[src/rtl/quant_pkg.sv]
// Shared bfloat16 field constants and the stage-1 bundle
// used by the quantization pipeline.
package quant_pkg;

    localparam int SIGN_W   = 1;
    localparam int EXP_W    = 8;
    localparam int MAN_W    = 7;
    localparam int BIAS     = 127;
    localparam int EXP_ZERO = 0;
    localparam int EXP_ALL1 = 255;
    localparam int SIG_W    = 16;
    localparam int XEXP_W   = EXP_W + 2;
    localparam int BW_W     = 8;
    // integer value = sig16 * 2^(exp - FRAC_SHIFT)
    localparam int FRAC_SHIFT = BIAS + 2 * MAN_W;

    typedef struct packed {
        logic              sign;
        logic [XEXP_W-1:0] exp;
        logic [SIG_W-1:0]  sig16;
        logic              is_zero;
        logic              is_inf;
        logic              is_nan;
        logic [BW_W-1:0]   bitwidth;
    } stage1_t;

endpackage

[src/rtl/quantization_fp2int.sv]
// Stages 2-3: bfloat16 product to integer with round-half-even,
// then clamp to the beat's bitwidth and pack.
module fp2int_bfloat16
    import quant_pkg::*;
#(
    parameter int MAX = 16
) (
    input  logic           clk,
    input  logic           rst,
    input  logic           advance,
    input  logic           s1_valid,
    input  stage1_t        s1,
    output logic           out_valid,
    output logic [MAX-1:0] out_data,
    output logic           out_sat
);

    localparam int IW  = MAX + SIG_W + 1;
    localparam int IW1 = IW + 1;
    localparam int W1  = MAX + 1;

    int              sh;
    logic            big;
    logic            guard_b;
    logic            sticky;
    logic            rnd_up;
    logic [2*SIG_W:0] rsh;
    logic [IW-1:0]   int_w;
    logic [IW:0]     int_r;
    logic [MAX:0]    mag_d;
    logic            ovf_d;

    always_comb begin
        sh      = int'($signed(s1.exp)) - FRAC_SHIFT;
        big     = 1'b0;
        guard_b = 1'b0;
        sticky  = 1'b0;
        rsh     = '0;
        int_w   = '0;
        if (sh >= 0) begin
            if (sh > MAX)
                big = 1'b1;
            else
                int_w = IW'(s1.sig16) << sh;
        end else if (sh >= -(SIG_W + 1)) begin
            rsh     = {s1.sig16, {(SIG_W + 1){1'b0}}} >> (-sh);
            int_w   = IW'(rsh[2*SIG_W:SIG_W+1]);
            guard_b = rsh[SIG_W];
            sticky  = |rsh[SIG_W-1:0];
        end else begin
            sticky = |s1.sig16;
        end
        rnd_up = guard_b & (sticky | int_w[0]);
        int_r  = {1'b0, int_w} + IW1'(rnd_up);
        mag_d  = s1.is_zero ? '0 : int_r[MAX:0];
        ovf_d  = s1.is_inf
               | (!s1.is_zero & (big | (|int_r[IW:MAX])));
    end

    logic            s2_valid;
    logic            s2_sign;
    logic [MAX:0]    s2_mag;
    logic            s2_ovf;
    logic            s2_nan;
    logic [BW_W-1:0] s2_bw;

    always_ff @(posedge clk or posedge rst) begin
        if (rst) begin
            s2_valid <= 1'b0;
            s2_sign  <= 1'b0;
            s2_mag   <= '0;
            s2_ovf   <= 1'b0;
            s2_nan   <= 1'b0;
            s2_bw    <= '0;
        end else if (advance) begin
            s2_valid <= s1_valid;
            s2_sign  <= s1.sign;
            s2_mag   <= mag_d;
            s2_ovf   <= ovf_d;
            s2_nan   <= s1.is_nan;
            s2_bw    <= s1.bitwidth;
        end
    end

    logic [MAX-1:0] lim;
    logic [MAX-1:0] mask;
    logic [MAX-1:0] res;
    logic [MAX-1:0] data_d;
    logic           sat_d;

    always_comb begin
        lim   = MAX'(1) << (s2_bw - BW_W'(1));
        mask  = {MAX{1'b1}} >> (BW_W'(MAX) - s2_bw);
        res   = '0;
        sat_d = 1'b0;
        if (s2_nan) begin
            sat_d = 1'b1;
        end else if (!s2_sign) begin
            if (s2_ovf || s2_mag >= W1'(lim)) begin
                res   = lim - MAX'(1);
                sat_d = 1'b1;
            end else begin
                res = s2_mag[MAX-1:0];
            end
        end else begin
            if (s2_ovf || s2_mag > W1'(lim)) begin
                res   = MAX'(0) - lim;
                sat_d = 1'b1;
            end else begin
                res = MAX'(0) - s2_mag[MAX-1:0];
            end
        end
        data_d = res & mask;
    end

    // output regs only load real beats so they hold through stalls
    always_ff @(posedge clk or posedge rst) begin
        if (rst) begin
            out_valid <= 1'b0;
            out_data  <= '0;
            out_sat   <= 1'b0;
        end else if (advance) begin
            out_valid <= s2_valid;
            if (s2_valid) begin
                out_data <= data_d;
                out_sat  <= sat_d;
            end
        end
    end

endmodule

[src/rtl/quantization.sv]
// bfloat16 -> signed quantized integer, 3-stage pipeline with
// a global valid/ready stall.
module quantization
    import quant_pkg::*;
#(
    parameter int MAX_BITWIDTH_QUANTIZED_DATA = 16
) (
    input  logic clk,
    input  logic rst,
    input  logic in_valid,
    output logic in_ready,
    input  logic [15:0] in_data,
    input  logic [15:0] scale_inv_fp,
    input  logic [$clog2(MAX_BITWIDTH_QUANTIZED_DATA):0] bitwidth_q,
    output logic out_valid,
    input  logic out_ready,
    output logic [MAX_BITWIDTH_QUANTIZED_DATA-1:0] out_data,
    output logic out_sat
);

    localparam int MAX = MAX_BITWIDTH_QUANTIZED_DATA;
    localparam int BQW = $clog2(MAX) + 1;

    logic advance;

    assign advance  = !out_valid || out_ready;
    assign in_ready = advance && !rst;

    logic [EXP_W-1:0] a_exp;
    logic [EXP_W-1:0] b_exp;
    logic [MAN_W-1:0] a_man;
    logic [MAN_W-1:0] b_man;
    logic a_zero, a_inf, a_nan;
    logic b_zero, b_inf, b_nan;
    logic nan;
    logic bw_ok;
    stage1_t s1_d;

    always_comb begin
        a_exp  = in_data[EXP_W+MAN_W-1:MAN_W];
        b_exp  = scale_inv_fp[EXP_W+MAN_W-1:MAN_W];
        a_man  = in_data[MAN_W-1:0];
        b_man  = scale_inv_fp[MAN_W-1:0];
        a_zero = a_exp == EXP_W'(EXP_ZERO);
        b_zero = b_exp == EXP_W'(EXP_ZERO);
        a_inf  = a_exp == EXP_W'(EXP_ALL1) && a_man == '0;
        b_inf  = b_exp == EXP_W'(EXP_ALL1) && b_man == '0;
        a_nan  = a_exp == EXP_W'(EXP_ALL1) && a_man != '0;
        b_nan  = b_exp == EXP_W'(EXP_ALL1) && b_man != '0;
        nan    = a_nan | b_nan | (a_inf & b_zero) | (b_inf & a_zero);
        bw_ok  = bitwidth_q >= BQW'(2) && bitwidth_q <= BQW'(MAX);

        s1_d          = '0;
        s1_d.sign     = in_data[15] ^ scale_inv_fp[15];
        s1_d.exp      = XEXP_W'(a_exp) + XEXP_W'(b_exp)
                      - XEXP_W'(BIAS);
        s1_d.sig16    = SIG_W'({1'b1, a_man})
                      * SIG_W'({1'b1, b_man});
        s1_d.is_nan   = nan;
        s1_d.is_inf   = (a_inf | b_inf) & !nan;
        s1_d.is_zero  = (a_zero | b_zero) & !nan;
        s1_d.bitwidth = bw_ok ? BW_W'(bitwidth_q) : BW_W'(MAX);
    end

    logic    s1_valid;
    stage1_t s1_q;

    always_ff @(posedge clk or posedge rst) begin
        if (rst) begin
            s1_valid <= 1'b0;
            s1_q     <= '0;
        end else if (advance) begin
            s1_valid <= in_valid && in_ready;
            s1_q     <= s1_d;
        end
    end

    fp2int_bfloat16 #(
        .MAX (MAX)
    ) u_fp2int (
        .clk       (clk),
        .rst       (rst),
        .advance   (advance),
        .s1_valid  (s1_valid),
        .s1        (s1_q),
        .out_valid (out_valid),
        .out_data  (out_data),
        .out_sat   (out_sat)
    );

endmodule
[config.mk]
export PLATFORM = sky130hd
export DESIGN_NAME = quantization
export DESIGN_NICKNAME = d
export VERILOG_FILES = /design/src/rtl/quant_pkg.sv /design/src/rtl/quantization_fp2int.sv /design/src/rtl/quantization.sv
export SDC_FILE = /design/constraint.sdc
export NUM_CORES = 1
export LEC_CHECK = 0
export ABC_AREA = 0
export CELL_PAD_IN_SITES_DETAIL_PLACEMENT = 2
export CELL_PAD_IN_SITES_GLOBAL_PLACEMENT = 2
export CORE_MARGIN = 8
export CORE_UTILIZATION = 41
export DETAILED_ROUTE_END_ITERATION = 8
export GPL_TIMING_DRIVEN = 0
export PLACE_DENSITY_LB_ADDON = 0.1
export SETUP_SLACK_MARGIN = 0.15
export SYNTH_ARGS = -nofsm -noshare
export SYNTH_HDL_FRONTEND = slang
export SYNTH_SLANG_ARGS = --single-unit
[constraint.sdc]
create_clock -name clk -period 10.6 [get_ports clk]
set_input_delay 2.12 -clock clk [delete_from_list [all_inputs] [get_ports clk]]
set_output_delay 2.12 -clock clk [all_outputs]
set_load 0.01 [all_outputs]
==> impl_metrics.env, run 1 <==
export IMPL_grt_total_usage_pct=28.7
export IMPL_synth_edf_count=0
export IMPL_cts_tree="yes"
export IMPL_dr_pass1_iters=5
export IMPL_slew_viol_final=0
export IMPL_worst_setup_path_start_kind="flip-flop"
export IMPL_hpwl_um=35800
export IMPL_grt_overflow=0
export IMPL_design_core_area_mm2=0.0258
export IMPL_drc=0
export IMPL_cts_setup_buffers=0
export IMPL_async_flop_share_pct=100
export IMPL_numPortBuffers=59
export IMPL_crit_required_ps=10840
export IMPL_setup_worst_path_class="flip-flop to flip-flop"
export IMPL_ir_worst_vdd_uv=119
export IMPL_chipWidth_um=177
export IMPL_cts_buffer_depth=2
export IMPL_fin_crit_sh_pct=69.0
export IMPL_grt_pass1_vias=12305
export IMPL_cts_resized=0
export IMPL_synth_distinct_cells=90
export IMPL_drt_wl_total_um=44600
export IMPL_first_iter_violations=609
export IMPL_cts_root_buf="clkbuf_16"
export IMPL_slew_headroom_pct=6.31
export IMPL_die_area_mm2=0.0315
export IMPL_ant_nets=0
export IMPL_power_density_mw_per_mm2=268
export IMPL_n_antenna_cell=0
export IMPL_grt_max_degree=55
export IMPL_drive_above_1_share_pct=7.55
export IMPL_synth_commonest_cells="180 x nand2_1, 94 x nor2_1, 80 x dfrtp_1"
export IMPL_synthFlopType="dfrtp_1"
export IMPL_insertion_delay_ps=370
export IMPL_end_kind="flip-flop"
export IMPL_min_period_ps=7320
export IMPL_setup_viol=0
export IMPL_cts_buffers=9
export IMPL_grt_pass1_wl_um=70700
export IMPL_die_h_um=177
export IMPL_netlist_top_cells_area="dfrtp_1 19%, ha_1 9.2%, fa_1 6.9%, nand2_1 6.3%, mux4_2 5.1%"
export IMPL_status="complete, no violations"
export IMPL_yosysSeqAreaShare_pct=18.7
export IMPL_synth_seq_cells=80
export IMPL_gp_congestion=0.951
export IMPL_ioPinCount=60
export IMPL_rsz0062_at_grt="false"
export IMPL_htreeDepth=3
export IMPL_clkTransAtPathRegs_ps=80
export IMPL_layout_setup_ws_ps=3280
export IMPL_fmax_mhz=137
export IMPL_place_ws_ps=3290
export IMPL_row_count=59
export IMPL_start_util_pct=41.4
export IMPL_clock_sinks=80
export IMPL_finalClockSkew_ps=17.3
export IMPL_worst_pin_slew_ps=1390
export IMPL_cap_violations=0
export IMPL_via_per_inst=6.38
export IMPL_mappedNetlistArea_mm2=0.0107
export IMPL_syn_area_per_cell_um2=8.22
export IMPL_synth_area_leader_cell="dfrtp_1"
export IMPL_vias=10917
export IMPL_cp_arrival_ps=7560
export IMPL_tns_ps=0
export IMPL_area_delta_synth_final_pct=12.7
export IMPL_synth_most_common_cell="nand2_1"
export IMPL_yosysWarnings=0
export IMPL_cp_max_fo=10
export IMPL_syn_nets=1458
export IMPL_wl_per_cell_um=26.1
export IMPL_final_nets=1529
export IMPL_hold_path_class="flip-flop to flip-flop"
export IMPL_cts_hold_buf=0
export IMPL_p_leak_nw=5.09
export IMPL_yosys_area_top_type_share_pct=18.7
export IMPL_grt_antenna_before_repair=0
export IMPL_hold_viol_final=0
export IMPL_synth_cells=1301
## power by group
group / internal (mW) / total, mW / switching [mW] / leakage [nW]
Sequential: 0.386 / 0.505 / 0.119 / 1.03
Combinational: 0.872 / 2.37 / 1.50 / 3.91
Clock: 0.188 / 0.347 / 0.159 / 0.150
Total: 1.45 / 3.22 / 1.78 / 5.09
## layer usage
layer  routed length [um]  vias to the layer above  global-route usage [%]
li1                     -                     4868                       -
met1                17500                     5574                    32.9
met2                23000                      349                    51.7
met3                 1650                      126                    2.89
met4                 2440                        0                    15.4
met5                    0                        -                       0
## through the flow
step / instance area (um^2) / utilization, % / power (mW) / hold WS (ps) / instances
2_1_floorplan: 10700 / - / 2.02 / 439 / 1301
3_3_place_gp: 11700 / 45.3 / 2.69 / 453 / 1695
3_5_place_dp: 11700 / 45.4 / 2.82 / 465 / 1696
4_1_cts: 12000 / 46.6 / 3.20 / 476 / 1712
5_1_grt: 12000 / 46.6 / 3.42 / 495 / 1712
6_report: 12000 / 46.6 / 3.22 / 473 / 1712
## critical path, cell delays in order, from the launching register on
cell	delay, ps
dfrtp_1	460
inv_1	150
ha_1	160
clkbuf_1	320
nor2b_1	250
xor2_1	90
nor3_1	1060
nand2_1	370
ha_1	400
o21a_1	170
o21a_1	180
o211a_1	150
o31a_1	300
o22ai_1	580
clkbuf_1	540
nor2_1	140
a21oi_1	150
ha_1	160
clkbuf_1	350
o211ai_1	240
a21oi_1	190
xor2_1	90
a311oi_1	530
o21ai_0	140
## path summary, 6_finish.rpt
check                                   from                     to  slack [ps]  depth (start not counted)
setup / recovery           u_fp2int.s2_bw[1]  u_fp2int.out_data[10]        3280                         23
hold / removal                      s1_q[37]       u_fp2int.s2_sign         470                          2
setup reg to reg           u_fp2int.s2_bw[1]  u_fp2int.out_data[10]        3280                         23
hold reg to reg                     s1_q[37]       u_fp2int.s2_sign         470                          2
max in group asynchronous                rst    u_fp2int.s2_mag[14]        7870                          3
min in group asynchronous                rst                s1_q[0]        2120                          2
## logic make-up (layout without fill, tap and decap cells)
group,after synthesis,in the layout,share of synthesized area (%)
muxes,81,81,10.7
DFF,80,80,18.7
AOI/OAI and AO/OA,308,308,19.8
buffers and inverters,139,215,5.31
xor gates and xnor gates,58,58,5.02
and+or+nand+nor,519,519,24.3
adders and majority gates,116,116,16.2
## registers in the layout, summed over array words and instances, names as in the netlist
name / cells
u_fp2int.s2_bw: 5
u_fp2int.s2_valid: 1
u_fp2int.s2_sign: 1
u_fp2int.s2_ovf: 1
u_fp2int.s2_mag: 17
u_fp2int.out_sat: 1
u_fp2int.out_valid: 1
s1_q: 35
s1_valid: 1
u_fp2int.s2_nan: 1
u_fp2int.out_data: 16
## cell type report
type                       count  area (um^2)
clock buffer                   9          225
clock inverter                 7         86.3
fill                        2932        13800
tap                          335          419
sequential                    80         2000
timing repair buffer          60          618
inverter                      70          265
buffer                        69          305
multi-input combinational   1082         8130
## cell usage in the layout (no fill, tap or decap), drive strengths merged, types with 12 or more instances in the layout
| cell | synthesis | layout |
|---|---|---|
| or3 | 14 | 14 |
| xor2 | 29 | 29 |
| xnor2 | 27 | 27 |
| inv | 70 | 74 |
| nor2 | 94 | 94 |
| and2 | 50 | 50 |
| nand4 | 12 | 12 |
| buf | 31 | 32 |
| mux2 | 14 | 14 |
| o211ai | 17 | 17 |
| nand2b | 14 | 14 |
| o21ai | 68 | 68 |
| ha | 79 | 79 |
| nand3 | 33 | 33 |
| a21oi | 73 | 73 |
| clkbuf | 37 | 46 |
| fa | 37 | 37 |
| clkdlybuf4s50 | 0 | 59 |
| dfrtp | 80 | 80 |
| nand2 | 181 | 181 |
| mux2i | 43 | 43 |
| nor3 | 35 | 35 |
| nor2b | 14 | 14 |
| o31ai | 12 | 12 |
| nor4 | 18 | 18 |
| mux4 | 24 | 24 |
Note: power is estimated with default switching activity, not from simulation.
==> inputs of run 2 (changes only) <==
Settings changed: CORE_UTILIZATION 41 to 38.
Clock period 10.6 ns to 7.12 ns, I/O delays scaled along.
==> run 2 against run 1 <==
Sequential share of layout area shrank 0.14 points; combinational power grew 46%; design area rose by 0.87%; non-clock buffer count did not move; via count shrank 2.3%; utilization shrank 2.9 points; sequential power is 49% higher; critical path type unchanged; critical endpoint unchanged; largest power group unchanged.
==> impl_metrics.env, run 2 (same netlist as run 1, synthesis figures left out) <==
export IMPL_ioPinCount=60
export IMPL_grt_use_met1_pct=29.5
export IMPL_ff_latch_area_mm2=0.00200
export IMPL_grt_antenna_before_repair=0
export IMPL_hold_path_class="flip-flop to flip-flop"
export IMPL_row_count=61
export IMPL_cp_arrival_ps=6810
export IMPL_seqPwrFrac_pct=15.8
export IMPL_setup_viol=0
export IMPL_hold_viol_final=0
export IMPL_setup_worst_path_class="flip-flop to flip-flop"
export IMPL_worst_pin_slew_ps=938
export IMPL_pwr_share_comb_pct=72.6
export IMPL_min_path_cells=1
export IMPL_crit_top_cell="ha_1"
export IMPL_place_area_mm2=0.0118
export IMPL_layout_common_cells="180 x nand2_1, 94 x nor2_1, 80 x dfrtp_1, 79 x ha_1, 73 x a21oi_1"
export IMPL_hpwl_um=34300
export IMPL_area_delta_synth_final_pct=13.7
export IMPL_cts_buffers=9
export IMPL_use_met2_pct=46.2
export IMPL_grt_pass1_vias=11854
export IMPL_status="complete, no violations"
export IMPL_r2r_start="u_fp2int.s2_bw[1]"
export IMPL_layout_setup_ws_ps=546
export IMPL_cts_buffer_depth=2
export IMPL_drive_above_1_share_pct=7.84
export IMPL_r2r_end="u_fp2int.out_data[10]"
export IMPL_finalClockSkew_ps=21.6
export IMPL_p_clk_share_pct=11.6
export IMPL_cts_root_buf="clkbuf_16"
export IMPL_drc=0
export IMPL_reg_top3="s1_q: 35 flops, u_fp2int.s2_mag: 17 flops, u_fp2int.out_data: 16 flops"
export IMPL_slew_headroom_pct=37.1
export IMPL_layout_commonest_cell="nand2_1"
export IMPL_cp_max_fo=10
export IMPL_path_buf_inv=5
export IMPL_path_cells="inv_1 -> ha_1 -> clkbuf_1 -> nor3b_1 -> a32oi_1 -> or2_2 -> nor3_1 -> inv_1 -> ha_1 -> nand4_1 -> nor3_1 -> nand2_1 -> o22ai_2 -> clkbuf_2 -> nor2_1 -> a21oi_1 -> ha_1 -> clkbuf_1 -> o211ai_1 -> a21oi_1 -> xor2_1 -> a311oi_1 -> o21ai_0"
export IMPL_insertion_delay_ps=370
export IMPL_switching_power_mw=2.58
export IMPL_tns_ps=0
export IMPL_internal_power_mw=2.19
export IMPL_power_density_mw_per_mm2=393
export IMPL_grt_overflow=0
export IMPL_crit_slowest_cell="a311oi_1"
export IMPL_wl_per_cell_um=24.2
export IMPL_largest_reg_flops=35
export IMPL_fillers=3197
export IMPL_multi_input_area_mm2=0.00815
export IMPL_start_util_pct=38.5
export IMPL_regMostFlops="s1_q"
export IMPL_clkTransAtPathRegs_ps=80
export IMPL_vias=10662
export IMPL_first_iter_violations=430
export IMPL_die_area_mm2=0.0338
export IMPL_switching_share_pct=54.2
export IMPL_cpPeakStageDelay_ps=560
export IMPL_final_area_mm2=0.0122
export IMPL_cts_setup_buffers=0
export IMPL_grt_busiest_layer="met2"
export IMPL_dr_pass1_iters=4
export IMPL_grt_total_usage_pct=25.3
export IMPL_grt_met3_usage_pct=2.63
export IMPL_ir_worst_vdd_uv=145
export IMPL_htreeDepth=3
export IMPL_cap_violations=0
export IMPL_grt_max_degree=54
export IMPL_worst_setup_path_start_kind="flip-flop"
export IMPL_place_ws_ps=98.6
export IMPL_hold_start="u_fp2int.s2_valid"
export IMPL_min_period_ps=6570
export IMPL_ant_nets=0
export IMPL_die_h_um=184
export IMPL_critical_path_top_delay_family="simple AND/OR/NAND/NOR gates"
export IMPL_grt_pass1_wl_um=67100
export IMPL_fmax_mhz=152
export IMPL_path_depth=23
export IMPL_clock_sinks=80
export IMPL_p_leak_nw=5.11
export IMPL_gp_congestion=0.937
export IMPL_final_nets=1529
export IMPL_holdPathEnd="u_fp2int.out_valid"
export IMPL_r2r_cells=23
export IMPL_drt_wl_total_um=42500
export IMPL_fin_util_pct=43.7
export IMPL_slew_viol_final=0
export IMPL_design_core_area_mm2=0.0278
export IMPL_chipWidth_um=184
export IMPL_cts_tree="yes"
export IMPL_r2r_slack_ps=550
export IMPL_numPortBuffers=59
export IMPL_end_kind="flip-flop"
export IMPL_rsz0062_at_grt="false"
export IMPL_crit_required_ps=7360
export IMPL_n_antenna_cell=0
export IMPL_via_per_inst=6.08
export IMPL_fin_crit_sh_pct=92.3
[run 2: cell count changes in the layout (fill, tap and decap cells not counted), sizes merged]
cell      delta
clkinvlp     -1
buf          +1
bufinv       +1
clkbuf       -1
[run 2: through the flow]
step	hold slack, ps	total power [mW]	instances
2_1_floorplan	439	3.01	1301
3_3_place_gp	453	4.02	1738
3_5_place_dp	461	4.15	1739
4_1_cts	479	4.74	1755
5_1_grt	500	5.07	1755
6_report	478	4.77	1755
[run 2: how the worst max path moves through the flow]
stage / start / end
after floorplan: s1_q[27] / u_fp2int.s2_mag[13]
after global placement: u_fp2int.s2_bw[1] / u_fp2int.out_data[14]
after detailed placement: u_fp2int.s2_bw[1] / u_fp2int.out_data[10]
after CTS: u_fp2int.s2_bw[1] / u_fp2int.out_data[10]
after global routing: u_fp2int.s2_bw[1] / u_fp2int.out_data[10]
final: u_fp2int.s2_bw[1] / u_fp2int.out_data[10]
[run 2: cell type report]
type	instances	area share, %
buffer	69	2.52
clock buffer	9	1.85
clock inverter	7	0.896
inverter	70	2.18
multi-input combinational	1082	67.1
sequential	80	16.5
tap	378	3.89
timing repair buffer	60	5.09
[run 2: per-layer routing]
layer	vias to the layer above	routed length [um]
met2	241	22000
met3	90	1290
met4	0	1750
li1	4868	-
met1	5463	17500
met5	-	0
[run 2: power by group through the flow]
| stage | combinational, mW | clock, mW | sequential, mW |
|---|---|---|---|
| 2_1_floorplan | 2.30 | 0 | 0.702 |
| 3_3_place_gp | 3.28 | 0 | 0.736 |
| 3_5_place_dp | 3.40 | 0 | 0.754 |
| 4_1_cts | 3.43 | 0.559 | 0.747 |
| 5_1_grt | 3.73 | 0.573 | 0.765 |
| 6_report | 3.47 | 0.551 | 0.754 |
[run 2: worst register-to-register path: stages, from the launching register on]
cell and delay, ps:
dfrtp_1 450, inv_1 170, ha_1 190, clkbuf_1 340
nor3b_1 430, a32oi_1 220, or2_2 350, nor3_1 320
inv_1 80, ha_1 320, nand4_1 130, nor3_1 360
nand2_1 260, o22ai_2 430, clkbuf_2 370, nor2_1 120
a21oi_1 130, ha_1 160, clkbuf_1 370, o211ai_1 230
a21oi_1 210, xor2_1 90, a311oi_1 560, o21ai_0 150
[run 2: what timing repair did]
action / CTS / global route
endpoints found under the setup margin: 3 / 7
hold buffers: 0 / 0
resized for setup: 2 / 5
pin swaps: 0 / 1
